==> config.mk <==
export PLATFORM = sky130hd
export DESIGN_NAME = morse_letter_ctrl
export DESIGN_NICKNAME = d
export VERILOG_FILES = /design/src/rtl/morse_pkg.sv /design/src/rtl/press_timer.sv /design/src/rtl/morse_letter_ctrl.sv
export SDC_FILE = /design/constraint.sdc
export NUM_CORES = 1
export LEC_CHECK = 0
export ABC_CLOCK_PERIOD_IN_PS = 4410
export BUFFER_PORTS_ARGS = -buffer_cell sky130_fd_sc_hd__buf_4
export CORE_MARGIN = 2
export CORE_UTILIZATION = 62
export DETAILED_ROUTE_END_ITERATION = 10
export GPL_TIMING_DRIVEN = 0
export PLACE_DENSITY_LB_ADDON = 0.2
export SLEW_MARGIN = 20
export SYNTH_ARGS = -nofsm -noshare
export SYNTH_HDL_FRONTEND = slang
export SYNTH_HIERARCHICAL = 1
export SYNTH_SLANG_ARGS = --single-unit
==> constraint.sdc <==
create_clock -name clk -period 4.41 [get_ports clk]
set_input_delay 0.2205 -clock clk [delete_from_list [all_inputs] [get_ports clk]]
set_output_delay 0.2205 -clock clk [all_outputs]
set_load 0.01 [all_outputs]
==> src/rtl/morse_pkg.sv <==
// Shared types for the Morse letter controller: symbol codes, FSM states and
// the live press-class encoding shown on the LEDs.
package morse_pkg;

   localparam logic [1:0] SYM_SHORT = 2'b10;
   localparam logic [1:0] SYM_LONG  = 2'b11;
   localparam logic [1:0] SYM_SPACE = 2'b00;

   typedef enum logic [1:0] {
      IDLE,
      PRESS,
      CLASSIFY,
      OUT
   } state_t;

   typedef enum logic [1:0] {
      CLS_NONE  = 2'b00,
      CLS_SHORT = 2'b01,
      CLS_LONG  = 2'b10,
      CLS_SPACE = 2'b11
   } sym_class_t;

   // Map a valid press class onto the code stored in the letter register.
   function automatic logic [1:0] sym_code(input sym_class_t cls);
      logic [1:0] code;
      code = SYM_SPACE;
      case (cls)
         CLS_SHORT: code = SYM_SHORT;
         CLS_LONG:  code = SYM_LONG;
         default:   code = SYM_SPACE;
      endcase
      return code;
   endfunction

endpackage

==> src/rtl/press_timer.sv <==
// Saturating tick counter with synchronous clear; times key presses and,
// when auto-commit is built, the idle gap between them.
module press_timer #(
   parameter int CNT_W = 17
) (
   input  logic             clk,
   input  logic             rst,
   input  logic             clr,
   input  logic             en,
   output logic [CNT_W-1:0] count
);

   // NOTE: all sequential state uses non-blocking assignments so every
   // register samples the pre-edge values of its neighbours.
   always_ff @(posedge clk) begin
      if (rst) begin
         count <= '0;
      end else if (clr) begin
         count <= '0;
      end else if (en && (count != '1)) begin
         count <= count + CNT_W'(1);
      end
   end

endmodule

==> src/rtl/morse_letter_ctrl.sv <==
// Morse letter controller: times key presses, packs symbols into a letter and
// hands it downstream over valid/ready. Optional MORSE_AUTO_COMMIT_EN commits
// a letter after GAP_TICKS idle ticks.
module morse_letter_ctrl #(
   parameter int CNT_W     = 17,
   parameter int SHORT_MAX = 2000,
   parameter int LONG_MIN  = 4000,
   parameter int LONG_MAX  = 7000,
   parameter int MAX_SYM   = 5,
   parameter int GAP_TICKS = 14000
) (
   input  logic                 clk,
   input  logic                 rst,
   input  logic                 tick,
   input  logic                 key_down,
   input  logic                 key_up,
   input  logic                 del_pulse,
   input  logic                 fin_pulse,
   output logic [2*MAX_SYM-1:0] letter_data,
   output logic [2:0]           letter_len,
   output logic                 letter_valid,
   input  logic                 letter_ready,
   output logic [1:0]           sym_class,
   output logic                 err,
   output logic                 full
);

   import morse_pkg::*;

   localparam logic [CNT_W-1:0] SHORT_C = CNT_W'(SHORT_MAX);
   localparam logic [CNT_W-1:0] LMIN_C  = CNT_W'(LONG_MIN);
   localparam logic [CNT_W-1:0] LMAX_C  = CNT_W'(LONG_MAX);
   localparam logic [CNT_W-1:0] GAP_C   = CNT_W'(GAP_TICKS);
   localparam logic [2:0]       MAX_LEN = 3'(MAX_SYM);

   state_t           state;
   logic [CNT_W-1:0] press_count;
   logic             press_clr;
   logic             press_en;
   sym_class_t       live_class;
   logic             do_commit;

   // Ticks in the key_down cycle are dropped: the clear wins that edge.
   assign press_clr = (state == IDLE) && key_down;
   assign press_en  = (state == PRESS) && tick;

   press_timer #(.CNT_W(CNT_W)) u_press_timer (
      .clk   (clk),
      .rst   (rst),
      .clr   (press_clr),
      .en    (press_en),
      .count (press_count)
   );

   // One decoder serves both the LEDs and the CLASSIFY decision.
   always_comb begin
      live_class = CLS_NONE;
      if (press_count == '0) begin
         live_class = CLS_NONE;
      end else if (press_count < SHORT_C) begin
         live_class = CLS_SHORT;
      end else if (press_count < LMIN_C) begin
         live_class = CLS_NONE;
      end else if (press_count <= LMAX_C) begin
         live_class = CLS_LONG;
      end else begin
         live_class = CLS_SPACE;
      end
   end

`ifdef MORSE_AUTO_COMMIT_EN
   logic [CNT_W-1:0] gap_count;
   logic             gap_clr;

   assign gap_clr = (state != IDLE) || (letter_len == '0) || key_down || del_pulse;

   press_timer #(.CNT_W(CNT_W)) u_gap_timer (
      .clk   (clk),
      .rst   (rst),
      .clr   (gap_clr),
      .en    (tick),
      .count (gap_count)
   );

   assign do_commit = fin_pulse || (gap_count == GAP_C);
`else
   logic unused_gap;
   assign unused_gap = |GAP_C;
   assign do_commit  = fin_pulse;
`endif

   assign sym_class = (state == PRESS) ? live_class : CLS_NONE;
   assign full      = (letter_len == MAX_LEN);

   always_ff @(posedge clk) begin
      if (rst) begin
         state        <= IDLE;
         letter_data  <= '0;
         letter_len   <= '0;
         letter_valid <= 1'b0;
         err          <= 1'b0;
      end else begin
         err <= 1'b0;
         unique case (state)
            IDLE: begin
               if (key_down) begin
                  state <= PRESS;
               end else if (del_pulse) begin
                  if (letter_len != '0) begin
                     letter_data <= letter_data >> 2;
                     letter_len  <= letter_len - 3'd1;
                  end
               end else if (do_commit && (letter_len != '0)) begin
                  state        <= OUT;
                  letter_valid <= 1'b1;
               end
            end
            PRESS: begin
               if (del_pulse) begin
                  state <= IDLE;
               end else if (key_up) begin
                  state <= CLASSIFY;
               end
            end
            CLASSIFY: begin
               state <= IDLE;
               if (full || (live_class == CLS_NONE)) begin
                  err <= 1'b1;
               end else begin
                  letter_data <= {letter_data[2*MAX_SYM-3:0], sym_code(live_class)};
                  letter_len  <= letter_len + 3'd1;
               end
            end
            OUT: begin
               // Data and length stay frozen until the translator accepts.
               if (letter_ready) begin
                  state        <= IDLE;
                  letter_valid <= 1'b0;
                  letter_data  <= '0;
                  letter_len   <= '0;
               end
            end
            default: state <= IDLE;
         endcase
      end
   end

endmodule

==> impl_metrics.env, run 1 <==
export IMPL_status="finished, final reports clean"
export IMPL_routedWlPerCell_um=15.6
export IMPL_syn2layout_area_growth_pct=16.1
export IMPL_synth_area_top_cells="dfxtp_1, nand3_1, a311oi_1, nor2_1, xnor2_1"
export IMPL_synth_top_area_share_pct=34.0
export IMPL_ir_drop_v=0.000197
export IMPL_tightest_slew_ns=0.658
export IMPL_htree_levels=2
export IMPL_grtUsageTotal_pct=29.2
export IMPL_power_density_cell_area_nw_per_um2=260
export IMPL_yosysUniqueCellTypes=48
export IMPL_postCtsSetupBuffers=0
export IMPL_grt_pass1_vias=1834
export IMPL_core_um2=3050
export IMPL_p_int_mw=0.445
export IMPL_drc_errors=0
export IMPL_cts_tree="yes"
export IMPL_grt_antenna_before_repair=0
export IMPL_viasPerCell=6.37
export IMPL_min_period_over_period_pct=69.5
export IMPL_die_y_um=60.8
export IMPL_path_max_fanout=10
export IMPL_synth_nets=256
export IMPL_nFillCells=268
export IMPL_dr_wl_met2_mm=2.49
export IMPL_path_class="flop to flop"
export IMPL_cts_clk_slew_worst_paths_ns=0.12
export IMPL_grt_remaining_overflow=0
export IMPL_cts_buffer_depth=2
export IMPL_synth_top_cells_by_count="dfxtp_1, nor2_1, nand3_1, nand2_1, and3_1"
export IMPL_pre_cts_ws_ns=1.45
export IMPL_rsz0062_at_grt="no"
export IMPL_wl_mm=5.01
export IMPL_cp_required_ns=4.66
export IMPL_tns_ns=0
export IMPL_fin_ws_ns=1.35
export IMPL_synthCells=243
export IMPL_p_sw_mw=0.158
export IMPL_vias=2039
export IMPL_wl_met1_mm=2.07
export IMPL_drt_iter0_drc=218
export IMPL_clkPwrFrac_pct=36.7
export IMPL_maxSlewViolCount=0
export IMPL_fin_crit_ns=3.06
export IMPL_p_seq_share_pct=52.5
export IMPL_ys_warn_count=6
export IMPL_max_cap_violations=0
export IMPL_combPwrFrac_pct=10.8
export IMPL_relSlewSlack_pct=56.0
export IMPL_row_count=20
export IMPL_routed_top_layer="met4"
export IMPL_hold_violations=0
export IMPL_nets=288
export IMPL_skew_ns=0.0132
export IMPL_start_util_pct=65.6
export IMPL_cts_resized_gates=0
export IMPL_setup_viol=0
export IMPL_die_area_um2=3700
export IMPL_async_flop_share_pct=0
export IMPL_synth_edf_count=0
export IMPL_cts_sinks=34
export IMPL_insertion_delay_ns=0.35
export IMPL_cp_start_kind="flop"
export IMPL_p_sw_share_pct=26.2
export IMPL_io_pins=26
export IMPL_grt_pass1_wl_mm=8.06
export IMPL_synth_top_cell_by_area="dfxtp_1"
export IMPL_synth_area_per_cell_um2=8.24
export IMPL_leakage_nw=0.849
export IMPL_cts_root_buffer_cell="clkbuf_4"
export IMPL_synth_seq_cells=34
export IMPL_place_congestion=0.929
export IMPL_dr_wl_met3_um=300
export IMPL_die_x_um=60.8
export IMPL_drt_pass1_iterations=5
export IMPL_grt_start_max_net_pins=11
export IMPL_worstPathArrival_ns=3.32
export IMPL_synthFlopType="dfxtp_1"
export IMPL_hpwl_mm=3.39
export IMPL_seq_area_frac_synth_pct=34.0
export IMPL_worstHoldPathType="input port to flop"
export IMPL_ant_nets=0
export IMPL_antennaDiodeCount=0
export IMPL_drive_gt1_share_pct=15.6
export IMPL_ctsHoldBuffers=0
export IMPL_synth_area_um2=2000
export IMPL_io_buffers=25
export IMPL_numCtsBuffers=5
export IMPL_fmax_mhz=326
export IMPL_cp_end_kind="flop"
export IMPL_synth_most_common_cell="dfxtp_1"
[final cells by class]
cell class                      count  area, µm²  share of cell area (%)
Buffer                             13       51.3                    2.21
Tap cell                           44       55.1                    2.37
Sequential cell                    34        681                    29.3
Clock buffer                        8       78.8                    3.39
Multi-Input combinational cell    185       1230                    52.9
Inverter                           11       41.3                    1.78
Timing Repair Buffer               25        188                    8.08
[final timing paths]
path	slack, ns	cells after the start	startpoint	endpoint
max	1.35	10	u_press_timer/count[5]$_SDFFE_PP0P_	letter_data[7]$_SDFFE_PP0P_
min	0.09	2	del_pulse	state[1]$_SDFFE_PP0P_
max reg2reg	1.35	10	u_press_timer/count[5]$_SDFFE_PP0P_	letter_data[7]$_SDFFE_PP0P_
min reg2reg	0.51	2	letter_data[8]$_SDFFE_PP0P_	letter_data[8]$_SDFFE_PP0P_
[layer usage]
layer | vias up | global-route usage (%)
met1 | 947 | 34.0
met4 | 0 | 14.9
li1 | 978 | -
met2 | 95 | 49.2
met5 | - | 0
met3 | 19 | 8.10
[sequential cells by signal (all words and copies together) (netlist names)]
signal               cells
state                    2
letter_len               3
u_press_timer/count     17
err                      1
letter_valid             1
letter_data             10
[power by group through the flow]
stage                     registers (mW)  logic [mW]  clock network, mW
after global routing               0.318      0.0706              0.235
after detailed placement           0.324      0.0630                  0
after CTS                          0.317      0.0639              0.224
after global placement             0.324      0.0624                  0
final                              0.317      0.0649              0.222
after floorplan                    0.324      0.0386                  0
[placed cells by master, fill, tap and decap left out, types with 3 or more instances in the layout]
master / Yosys / routed
a211oi_1: 9 / 9
a21oi_1: 8 / 8
a311oi_1: 10 / 10
a31oi_1: 4 / 4
and3_1: 11 / 11
buf_4: 0 / 25
clkbuf_1: 10 / 10
clkbuf_4: 0 / 5
clkbuf_8: 0 / 3
dfxtp_1: 34 / 34
ha_1: 4 / 4
inv_1: 10 / 10
nand2_1: 17 / 17
nand3_1: 19 / 19
nand4_1: 6 / 6
nand4b_1: 3 / 3
nor2_1: 22 / 22
nor3_1: 9 / 9
nor4_1: 6 / 6
o211a_1: 3 / 3
o211ai_1: 3 / 3
o21ai_0: 5 / 5
or4_1: 4 / 4
xnor2_1: 8 / 8
xor2_1: 4 / 4
[per-stage QoR]
step | hold slack [ns] | cells | util [%] | power (mW) | instance area, µm²
final | 0.0855 | 320 | 76.1 | 0.603 | 2320
after global routing | 0.0730 | 320 | 76.1 | 0.624 | 2320
after CTS | 0.0757 | 320 | 76.1 | 0.604 | 2320
after detailed placement | 0.454 | 312 | 73.5 | 0.387 | 2240
after global placement | 0.453 | 312 | 73.5 | 0.386 | 2240
after floorplan | 0.323 | 243 | - | 0.363 | 2000
[cells by family after synthesis]
family / count (synthesis) / synth area share, %
compound gates: 50 / 18.5
fa+ha+maj: 5 / 3.50
xor+xnor: 12 / 5.25
mux: 2 / 1.00
buf+inv: 24 / 4.62
simple gates: 116 / 33.1
flops: 34 / 34.0
[worst max-delay path, cell delays in order, from the launching register on]
cell      delay (ns)
dfxtp_1         0.57
o21ai_0         0.15
o211a_1         0.26
or4_4           0.52
o211ai_1        0.15
ha_1            0.27
nand2b_1        0.10
o211ai_1        0.12
clkbuf_1        0.40
nand2_1         0.12
a311oi_1        0.30
Note: power is estimated with default switching activity, not from simulation.
==> run 2, diff against run 1 <==
ABC_CLOCK_PERIOD_IN_PS = 2500   (was 4410)
CORE_UTILIZATION = 52   (was 62)
clock period = 2.5 ns   (was 4.41 ns; I/O delays follow)
==> impl_metrics.env, run 2 (synthesis gave the netlist of run 1 again) <==
export IMPL_grt_pass1_vias=1986
export IMPL_min_period_over_period_pct=106
export IMPL_final_cell_mix="buf_4, dfxtp_1, nor2_1"
export IMPL_whs_ns=0.0394
export IMPL_skew_ns=0.0121
export IMPL_viasPerCell=6.25
export IMPL_leakage_nw=0.952
export IMPL_setup_viol=13
export IMPL_regMostFlops="u_press_timer/count"
export IMPL_p_total_mw=1.09
export IMPL_cts_tree="yes"
export IMPL_routedWlPerCell_um=16.1
export IMPL_nFillCells=324
export IMPL_ctsHoldBuffers=0
export IMPL_worstHoldPathType="input port to flop"
export IMPL_hold_violations=0
export IMPL_cts_clk_slew_worst_paths_ns=0.07
export IMPL_hold_path_startpoint="del_pulse"
export IMPL_io_buffers=25
export IMPL_r2r_start="u_press_timer/count[16]$_SDFFE_PP0P_"
export IMPL_grt_remaining_overflow=0
export IMPL_drt_iter0_drc=230
export IMPL_worstPathArrival_ns=2.86
export IMPL_die_x_um=66.0
export IMPL_drt_pass1_iterations=4
export IMPL_start_util_pct=54.3
export IMPL_die_y_um=66.0
export IMPL_fin_ws_ns=-0.147
export IMPL_maxSlewViolCount=0
export IMPL_tns_ns=-1.39
export IMPL_io_pins=26
export IMPL_crit_end="letter_data[0]$_SDFFE_PP0P_"
export IMPL_insertion_delay_ns=0.30
export IMPL_vias=2132
export IMPL_cp_end_kind="flop"
export IMPL_regToRegSetupSlack_ns=-0.15
export IMPL_largestRegisters="u_press_timer/count: 17 flops, letter_data: 10 flops, letter_len: 3 flops"
export IMPL_cpMostUsedCell="o211ai_1"
export IMPL_ant_nets=0
export IMPL_nets=306
export IMPL_max_cap_violations=0
export IMPL_timing_rr_end="letter_data[0]$_SDFFE_PP0P_"
export IMPL_slowest_delay_ns=0.57
export IMPL_wl_mm=5.49
export IMPL_drc_errors=0
export IMPL_power_density_cell_area_nw_per_um2=423
export IMPL_fin_util_pct=69.6
export IMPL_grt_antenna_before_repair=0
export IMPL_drive_gt1_share_pct=28.3
export IMPL_numCtsBuffers=5
export IMPL_grtUsageTotal_pct=25.7
export IMPL_largest_reg_flops=17
export IMPL_fin_crit_ns=2.65
export IMPL_r2r_cells=10
export IMPL_path_class="flop to flop"
export IMPL_fmax_mhz=378
export IMPL_placed_cells=316
export IMPL_cts_root_buffer_cell="clkbuf_8"
export IMPL_ir_drop_v=0.000273
export IMPL_cp_startpoint="u_press_timer/count[16]$_SDFFE_PP0P_"
export IMPL_cts_buffer_depth=2
export IMPL_status="finished with violations"
export IMPL_die_area_um2=4360
export IMPL_row_count=22
export IMPL_cts_sinks=34
export IMPL_core_um2=3690
export IMPL_grt_pass1_wl_mm=8.67
export IMPL_htree_levels=2
export IMPL_place_congestion=0.849
export IMPL_grt_start_max_net_pins=11
export IMPL_cp_start_kind="flop"
export IMPL_cp_required_ns=2.71
export IMPL_rsz0062_at_grt="yes"
export IMPL_stdcell_count=341
export IMPL_violations="setup timing"
export IMPL_final_common_cell="buf_4"
export IMPL_crit_chain="or4_4 -> nor4_2 -> a21oi_1 -> o211ai_1 -> ha_2 -> nand2b_1 -> o211ai_1 -> clkbuf_8 -> nand2_1 -> a311oi_2"
export IMPL_path_max_fanout=5
export IMPL_hpwl_mm=3.48
export IMPL_antennaDiodeCount=0
export IMPL_syn2layout_area_growth_pct=28.2
export IMPL_tightest_slew_ns=0.610
export IMPL_cp_slowest_cell="or4_4"
export IMPL_relSlewSlack_pct=59.3
[run 2: changes by cell type in the layout (fill, tap and decap cells not counted), sizes merged]
cell / delta
buf: +18
clkbuf: -1
[run 2: worst min-delay path by stage]
stage / to / slack, ns / depth (start not counted)
2_1_floorplan: state[1]$_SDFFE_PP0P_ / 0.23 / 1
3_3_place_gp: state[1]$_SDFFE_PP0P_ / 0.36 / 2
3_5_place_dp: state[1]$_SDFFE_PP0P_ / 0.36 / 2
4_1_cts: state[1]$_SDFFE_PP0P_ / 0.05 / 2
5_1_grt: state[1]$_SDFFE_PP0P_ / 0.06 / 2
6_report: state[1]$_SDFFE_PP0P_ / 0.04 / 2
[run 2: worst max-delay path: cells and delay by family, from the launching register on]
family / cells / cell delay [ns]
AND/OR/NAND/NOR: 4 / 0.89
AO/OA/AOI/OAI: 4 / 0.86
flip-flops: 1 / 0.34
adder cells (fa/ha/maj): 1 / 0.26
buffers and inverters: 1 / 0.22
[run 2: power breakdown]
| group | leakage (nW) | internal, mW | switching [mW] |
|---|---|---|---|
| combinational | 0.632 | 0.0573 | 0.0783 |
| sequential | 0.282 | 0.543 | 0.00973 |
| clock | 0.0383 | 0.192 | 0.206 |
| total | 0.952 | 0.792 | 0.294 |
[run 2: per-stage QoR]
step                      worst slack [ns]  instance area (µm²)
after global routing                -0.281                 2570
after global placement              -0.266                 2250
after floorplan                     0.0251                 2000
after detailed placement            -0.342                 2250
after CTS                          -0.0707                 2450
final                               -0.147                 2570
[run 2: area by class of cell]
class	instances	area [µm²]	area share (%)
flip-flops and latches	34	709	27.6
clock buffers	7	76.3	2.97
inverters	11	41.3	1.61
multi-input cells	185	1290	50.5
well taps	48	60.1	2.34
plain buffers	13	61.3	2.39
repair buffers	43	323	12.6
[run 2: what timing repair did]
action / in CTS / in global routing
endpoints found under the hold margin: 0 / 0
pin swaps: 13 / 3
setup buffers: 8 / 9
setup endpoints to repair: 13 / 15
gates cloned: 1 / 0
gates resized for setup: 22 / 12
[run 2: routing by layer]
layer | up-vias | wire [µm] | global-route usage [%]
li1 | 1018 | - | -
met1 | 1012 | 2230 | 28.5
met2 | 89 | 2840 | 47.0
met3 | 13 | 301 | 5.45
met4 | 0 | 118 | 11.0
met5 | - | 0 | 0
==> run 3, diff against run 2 <==
CORE_UTILIZATION = 45   (was 52)
==> impl_metrics.env, run 3 (synthesis gave the netlist of run 1 again) <==
export IMPL_status="finished with violations"
export IMPL_violations="setup timing"
export IMPL_holdPathEnd="state[1]$_SDFFE_PP0P_"
export IMPL_grt_pass1_vias=1912
export IMPL_grt_antenna_before_repair=0
export IMPL_fin_util_pct=61.2
export IMPL_grt_remaining_overflow=0
export IMPL_die_x_um=70.7
export IMPL_grt_start_max_net_pins=11
export IMPL_routedWlPerCell_um=15.7
export IMPL_htree_levels=2
export IMPL_relSlewSlack_pct=62.1
export IMPL_ant_nets=0
export IMPL_p_total_mw=1.08
export IMPL_cts_sinks=34
export IMPL_fin_ws_ns=-0.129
export IMPL_p_int_mw=0.796
export IMPL_min_period_over_period_pct=105
export IMPL_design_area_um2=2650
export IMPL_hold_path_startpoint="del_pulse"
export IMPL_cts_root_buffer_cell="clkbuf_8"
export IMPL_max_cap_violations=0
export IMPL_syn2layout_area_growth_pct=32.1
export IMPL_r2r_cells=9
export IMPL_regToRegSetupSlack_ns=-0.13
export IMPL_p_sw_mw=0.289
export IMPL_cp_end_kind="flop"
export IMPL_crit_chain="or4_4 -> or4_4 -> o211ai_1 -> ha_2 -> nand2b_4 -> o211ai_1 -> clkbuf_8 -> nand2_2 -> a311oi_2"
export IMPL_cp_required_ns=2.70
export IMPL_drc_errors=0
export IMPL_skew_ns=0.00784
export IMPL_wl_met1_mm=2.39
export IMPL_nets=310
export IMPL_clkPwrFrac_pct=35.9
export IMPL_dr_wl_met3_um=227
export IMPL_worstPathArrival_ns=2.83
export IMPL_drive_gt1_share_pct=31.3
export IMPL_timing_rr_end="letter_data[3]$_SDFFE_PP0P_"
export IMPL_fin_crit_ns=2.63
export IMPL_core_um2=4320
export IMPL_final_common_cell="buf_4"
export IMPL_power_density_cell_area_nw_per_um2=410
export IMPL_leakage_nw=0.974
export IMPL_rsz0062_at_grt="yes"
export IMPL_die_y_um=70.7
export IMPL_pre_cts_ws_ns=-0.301
export IMPL_row_count=24
export IMPL_grtUsageTotal_pct=21.8
export IMPL_worstHoldPathType="input port to flop"
export IMPL_setup_viol=13
export IMPL_insertion_delay_ns=0.29
export IMPL_p_sw_share_pct=26.6
export IMPL_path_max_fanout=5
export IMPL_drt_pass1_iterations=4
export IMPL_cp_startpoint="u_press_timer/count[15]$_SDFFE_PP0P_"
export IMPL_place_congestion=0.829
export IMPL_cts_clk_slew_worst_paths_ns=0.07
export IMPL_largest_reg_flops=17
export IMPL_maxSlewViolCount=0
export IMPL_tns_ns=-0.845
export IMPL_vias=2059
export IMPL_start_util_pct=46.3
export IMPL_critPathTopFamily="simple AND/OR/NAND/NOR gates"
export IMPL_dr_wl_met2_mm=2.77
export IMPL_ir_drop_v=0.000374
export IMPL_io_pins=26
export IMPL_hold_depth=2
export IMPL_regMostFlops="u_press_timer/count"
export IMPL_final_cell_mix="buf_4, dfxtp_1, nor2_1"
export IMPL_hold_violations=0
export IMPL_combPwrFrac_pct=13.3
export IMPL_antennaDiodeCount=0
export IMPL_cp_slowest_cell="or4_4"
export IMPL_cp_num_buf_inv=1
export IMPL_r2r_start="u_press_timer/count[15]$_SDFFE_PP0P_"
export IMPL_placed_area_um2=2260
export IMPL_slowest_delay_ns=0.58
export IMPL_io_buffers=25
export IMPL_cp_start_kind="flop"
export IMPL_drt_iter0_drc=170
export IMPL_fmax_mhz=380
export IMPL_numCtsBuffers=5
export IMPL_viasPerCell=5.90
export IMPL_cts_buffer_depth=2
export IMPL_path_class="flop to flop"
export IMPL_grt_pass1_wl_mm=8.76
export IMPL_wl_mm=5.48
export IMPL_p_seq_share_pct=50.8
export IMPL_largestRegisters="u_press_timer/count: 17 flops, letter_data: 10 flops, letter_len: 3 flops"
export IMPL_hpwl_mm=3.57
export IMPL_tightest_slew_ns=0.569
export IMPL_routed_top_layer="met4"
export IMPL_die_area_um2=5000
export IMPL_cts_tree="yes"
-- run 3: repair_timing --
action / CTS / global route
hold endpoints to repair: 0 / 0
hold buffers: 0 / 0
setup buffers: 11 / 10
setup endpoints to repair: 14 / 14
resized for setup: 20 / 24
gates cloned: 1 / 0
pin swaps: 9 / 11
-- run 3: metal layers --
metal	GRT usage, %	vias up
met5	0	-
met3	5.84	8
met4	9.85	0
li1	-	1027
met1	25.2	987
met2	37.7	37
-- run 3: power by group through the flow --
stage / logic, mW / registers [mW] / clock network, mW
finish: 0.145 / 0.551 / 0.389
detailed placement: 0.115 / 0.571 / 0
global route: 0.155 / 0.552 / 0.421
floorplan: 0.0686 / 0.572 / 0
global placement: 0.113 / 0.571 / 0
CTS: 0.128 / 0.554 / 0.400
-- run 3: area by class of cell --
class	count	area (µm²)
Clock buffer	7	76.3
Timing Repair Buffer	47	353
Fill cell	401	1680
Inverter	11	41.3
Buffer	13	61.3
Sequential cell	34	716
Multi-Input combinational cell	185	1330
Tap cell	52	65.1
-- run 3: stage by stage --
stage | cells | hold slack (ns)
finish | 349 | 0.0532
global route | 349 | 0.0620
global placement | 320 | 0.355
detailed placement | 320 | 0.359
floorplan | 243 | 0.227
CTS | 339 | 0.0478
-- run 3: worst register-to-register path, stage by stage, from the launching register on --
cell and delay (ns):
dfxtp_2 0.34, or4_4 0.58, or4_4 0.44, o211ai_1 0.14, ha_2 0.27, nand2b_4 0.06
o211ai_1 0.16, clkbuf_8 0.24, nand2_2 0.06, a311oi_2 0.26
-- run 3: how the worst max path moves through the flow --
stage / to / slack, ns / cells past startpoint
floorplan: letter_data[6]$_SDFFE_PP0P_ / 0.03 / 9
global placement: letter_data[0]$_SDFFE_PP0P_ / -0.26 / 10
detailed placement: letter_data[3]$_SDFFE_PP0P_ / -0.30 / 10
CTS: letter_data[3]$_SDFFE_PP0P_ / -0.07 / 9
global route: letter_data[3]$_SDFFE_PP0P_ / -0.21 / 9
finish: letter_data[3]$_SDFFE_PP0P_ / -0.13 / 9
